==> src/rtl/edge_detect_multi.sv <==
// Multi-channel input edge detector: synchroniser, glitch filter, edge pulses, mode-qualified sticky flags and saturating counters.
// Latency d_in -> pulse is SYNC_STAGES+FILT edges; no backpressure, every accepted transition is recorded.
module edge_detect_multi #(
  parameter int CH          = 8,
  parameter int SYNC_STAGES = 2,
  parameter int FILT        = 4,
  parameter int CNT_W       = 8
) (
  input  logic                 clk,
  input  logic                 reset,
  input  logic [CH-1:0]        d_in,
  input  logic [2*CH-1:0]      mode,
  input  logic [CH-1:0]        clr,
  output logic [CH-1:0]        pos_edge,
  output logic [CH-1:0]        neg_edge,
  output logic [CH-1:0]        evt_flag,
  output logic [CH*CNT_W-1:0]  evt_cnt,
  output logic                 irq
);

  localparam int FCW = (FILT > 1) ? $clog2(FILT) : 1;
  localparam logic [FCW-1:0] FC_LAST = FCW'(FILT - 1);
  localparam logic [CNT_W-1:0] CNT_MAX = '1;
  localparam logic [CNT_W-1:0] CNT_ONE = CNT_W'(1);

  logic [CH-1:0] f;
  logic [CH-1:0] f_d;

  for (genvar i = 0; i < CH; i++) begin : g_ch
    logic [SYNC_STAGES-1:0] sync;
    logic [FCW-1:0]         fc;
    logic [CNT_W-1:0]       cnt;
    logic                   flag;
    logic                   s;
    logic                   qual;

    assign s    = sync[SYNC_STAGES-1];
    assign qual = (pos_edge[i] & mode[2*i]) | (neg_edge[i] & mode[2*i+1]);

    always_ff @(posedge clk or posedge reset) begin
      if (reset) begin
        sync   <= '0;
        fc     <= '0;
        f[i]   <= 1'b0;
        f_d[i] <= 1'b0;
      end else begin
        sync   <= {sync[SYNC_STAGES-2:0], d_in[i]};
        f_d[i] <= f[i];
        if (s == f[i]) begin
          fc <= '0;
        end else if (fc == FC_LAST) begin
          f[i] <= s;
          fc   <= '0;
        end else begin
          fc <= fc + FCW'(1);
        end
      end
    end

    // A clear coinciding with an event restarts the count at that event.
    always_ff @(posedge clk or posedge reset) begin
      if (reset) begin
        flag <= 1'b0;
        cnt  <= '0;
      end else if (clr[i]) begin
        flag <= qual;
        cnt  <= qual ? CNT_ONE : '0;
      end else if (qual) begin
        flag <= 1'b1;
        if (cnt != CNT_MAX) cnt <= cnt + CNT_ONE;
      end
    end

    assign evt_flag[i]                  = flag;
    assign evt_cnt[i*CNT_W +: CNT_W]    = cnt;
  end

  assign pos_edge = f & ~f_d;
  assign neg_edge = ~f & f_d;
  assign irq      = |evt_flag;

endmodule

==> config.mk <==
export PLATFORM = sky130hd
export DESIGN_NAME = edge_detect_multi
export DESIGN_NICKNAME = d
export VERILOG_FILES = /design/src/rtl/edge_detect_multi.sv
export SDC_FILE = /design/constraint.sdc
export NUM_CORES = 1
export LEC_CHECK = 0
export ABC_AREA = 1
export BUFFER_PORTS_ARGS = -buffer_cell sky130_fd_sc_hd__buf_2
export CAP_MARGIN = 10
export CORE_MARGIN = 5
export CORE_UTILIZATION = 55
export CTS_CLUSTER_DIAMETER = 200
export DETAILED_ROUTE_END_ITERATION = 16
export GPL_TIMING_DRIVEN = 0
export HOLD_SLACK_MARGIN = 0.15
export PLACE_DENSITY = 0.8
export SYNTH_ARGS = -nofsm -noshare
export SYNTH_HDL_FRONTEND = slang
export SYNTH_SLANG_ARGS = --single-unit
==> constraint.sdc <==
create_clock -name clk -period 4.8 [get_ports clk]
set_input_delay 0.24 -clock clk [delete_from_list [all_inputs] [get_ports clk]]
set_output_delay 0.24 -clock clk [all_outputs]
set_load 0.03 [all_outputs]
==> results_dict.tcl <==
set metrics [dict create \
    status "completed" \
    syn_avg_cell_area_sq_um 8.27 \
    place_inst 996 \
    crit_slowest_cell "dlygate4sd3_1" \
    path_buf_inv 1 \
    cp.arrival_ps 2210 \
    layout_commonest_cell "nand2_1" \
    final_util 0.725 \
    grt_usage 0.218 \
    drc 0 \
    finalWirelength_mm 13.9 \
    leakage_uw 0.00417 \
    rsz0062_at_grt "false" \
    ys_warn_count 0 \
    setup_viol 0 \
    fp-row-count 38 \
    ys.flop_type "dfrtp_1" \
    die_w_um 115 \
    port_buffers 122 \
    syn_nets 783 \
    nets 962 \
    max_stage_delay_ps 560 \
    cts_resized 0 \
    cts-root-buf "clkbuf_8" \
    power_uw 4130 \
    clk_latency_ps 530 \
    critPathLaunch "g_ch[2].cnt[0]" \
    clk_pin_slew_ps 50 \
    power.density_nw_per_um2 526 \
    num_vias 5453 \
    htreeDepth 4 \
    hpwl_mm 9.40 \
    globalRouteOverflowTotal 0 \
    timing.fmax_ghz 0.556 \
    async_flop_share 1.00 \
    hold_start "mode[14]" \
    grt_pass1_vias 4944 \
    first_pass_iters 5 \
    layout.cells.most_common_list "nand2_1, buf_2, dfrtp_1" \
    hold_path_class "input pin to flop" \
    drt_iter0_drc 419 \
    core_area_sq_um 10800 \
    antenna_found_initial 0 \
    grt_max_degree 72 \
    start_util 0.559 \
    clock_sinks 120 \
    antenna_cells 0 \
    clock_skew_ps 5.88 \
    hold_viol 0 \
    slew_viol_final 0 \
    startpoint_type "flop" \
    vias_per_cell 5.12 \
    clock_path_buffers 2 \
    required_ps 5220 \
    final_cell_count_no_fill 1065 \
    regArea_sq_um 3000 \
    fin_crit_sh 0.375 \
    syn2layout_area_growth_pct 29.7 \
    ir_worst_vdd_mv 0.418 \
    die-area_sq_um 13200 \
    crit_family "buffers and inverters" \
    die_h_um 115 \
    ys_ff_latch 120 \
    fin_tns_setup_ps 0 \
    grt_first_pass_wirelength_mm 22.9 \
    netlist_area_sq_um 6060 \
    multi_input_area_sq_um 2590 \
    maxCapViolations 0 \
    critPathKind "flop to flop" \
    synth-seq-area-share 0.495 \
    fillers 832 \
    place_congestion 0.872 \
    yosysUniqueCellTypes 35 \
    cts_tree "built" \
    worstPathCellList "ha_1 > nand2_2 > nor2_4 > nand3_2 > o211ai_1 > dlygate4sd3_1 > nand2_1" \
    worst_slew_pin_slew_ps 469 \
    ant_nets 0 \
    relSlewSlack 0.687 \
    syn-instance-count 733 \
    wl_per_cell_um 13.1 \
    critPathMaxFanout 5 \
    rr_startpoint "g_ch[2].cnt[0]" \
    cts_made_buffers 17 \
    period_needed_ps 1800 \
    cp-end-kind "flop" \
    synth_enable_flop_cells 0 \
    drive_above_1_share 0.227 \
    ios 123 \
]
## cell type report
cell class | count | area share
well taps | 140 | 0.0223
multi-input cells | 511 | 0.330
plain buffers | 15 | 0.0177
repair buffers | 160 | 0.128
clock inverters | 9 | 0.0185
inverters | 87 | 0.0422
flip-flops and latches | 120 | 0.382
clock buffers | 23 | 0.0594
## worst min-delay path, delay by kind of cell
| kind | cells | cell delay (ps) |
|---|---|---|
| and+or+nand+nor | 3 | 260 |
| AOI/OAI and AO/OA | 1 | 100 |
| buffers and inverters | 1 | 100 |
## per-stage QoR
step / setup slack (ps) / hold WS [ps] / instance area (sq um)
after floorplan: 1370 / 271 / 6060
after global placement: -4.16 / 333 / 6850
after detailed placement: 3330 / 311 / 6880
after CTS: 2970 / 157 / 7860
after global routing: 2880 / 239 / 7860
final: 3000 / 208 / 7860
## flip-flops by register name, indices dropped and copies added (netlist names)
signal	cells
g_ch.sync	16
g_ch.flag	8
g_ch.cnt	64
g_ch.fc	16
f	8
f_d	8
## logic make-up after synthesis
logic type               count (synthesis)  synth area share
flip-flops                             120             0.495
XOR/XNOR                                14            0.0202
buffers and inverters                  102            0.0768
adder cells (fa/ha/maj)                 16            0.0330
AND/OR/NAND/NOR                        403             0.295
AO/OA/AOI/OAI                           78            0.0795
## what timing repair did
item / 4_1_cts / 5_1_grt
buffers inserted: 0 / 0
hold buffers: 37 / 0
endpoints found under the hold margin: 103 / 0
## Yosys cell counts, types with 8 or more instances
master | n | area (sq um)
o21ai_1 | 13 | 65.1
nand2_1 | 201 | 754
ha_1 | 16 | 200
nor3_1 | 10 | 50.1
buf_4 | 9 | 67.6
xnor2_1 | 10 | 87.6
o21ai_0 | 29 | 145
inv_1 | 82 | 308
nand3_1 | 88 | 440
dfrtp_1 | 120 | 3000
nand2_2 | 11 | 68.8
a21oi_1 | 11 | 55.1
nor2_1 | 67 | 251
o21ai_2 | 8 | 70.1
## worst paths after layout
kind                                   endpoint  slack, ps  cells past startpoint
max in group asynchronous         g_ch[4].fc[0]       3830                      4
worst min-delay path             g_ch[7].cnt[0]        210                      5
min in group asynchronous        g_ch[2].cnt[4]        290                      3
worst max register to register   g_ch[2].cnt[0]       3000                      7
worst min register to register  g_ch[1].sync[1]        340                      0
worst max-delay path             g_ch[2].cnt[0]       3000                      7
## report_power, final
part / internal, uW / switching [uW] / total (uW)
Sequential: 1240 / 232 / 1470
Clock: 880 / 433 / 1310
Combinational: 489 / 857 / 1350
Total: 2610 / 1520 / 4130
## per-layer routing
layer,global-route usage,share of wire
met4,0.0900,0.025
met5,0,0
met2,0.343,0.47
met3,0.0600,0.064
met1,0.286,0.44
Power figures use the tool's default switching activity.
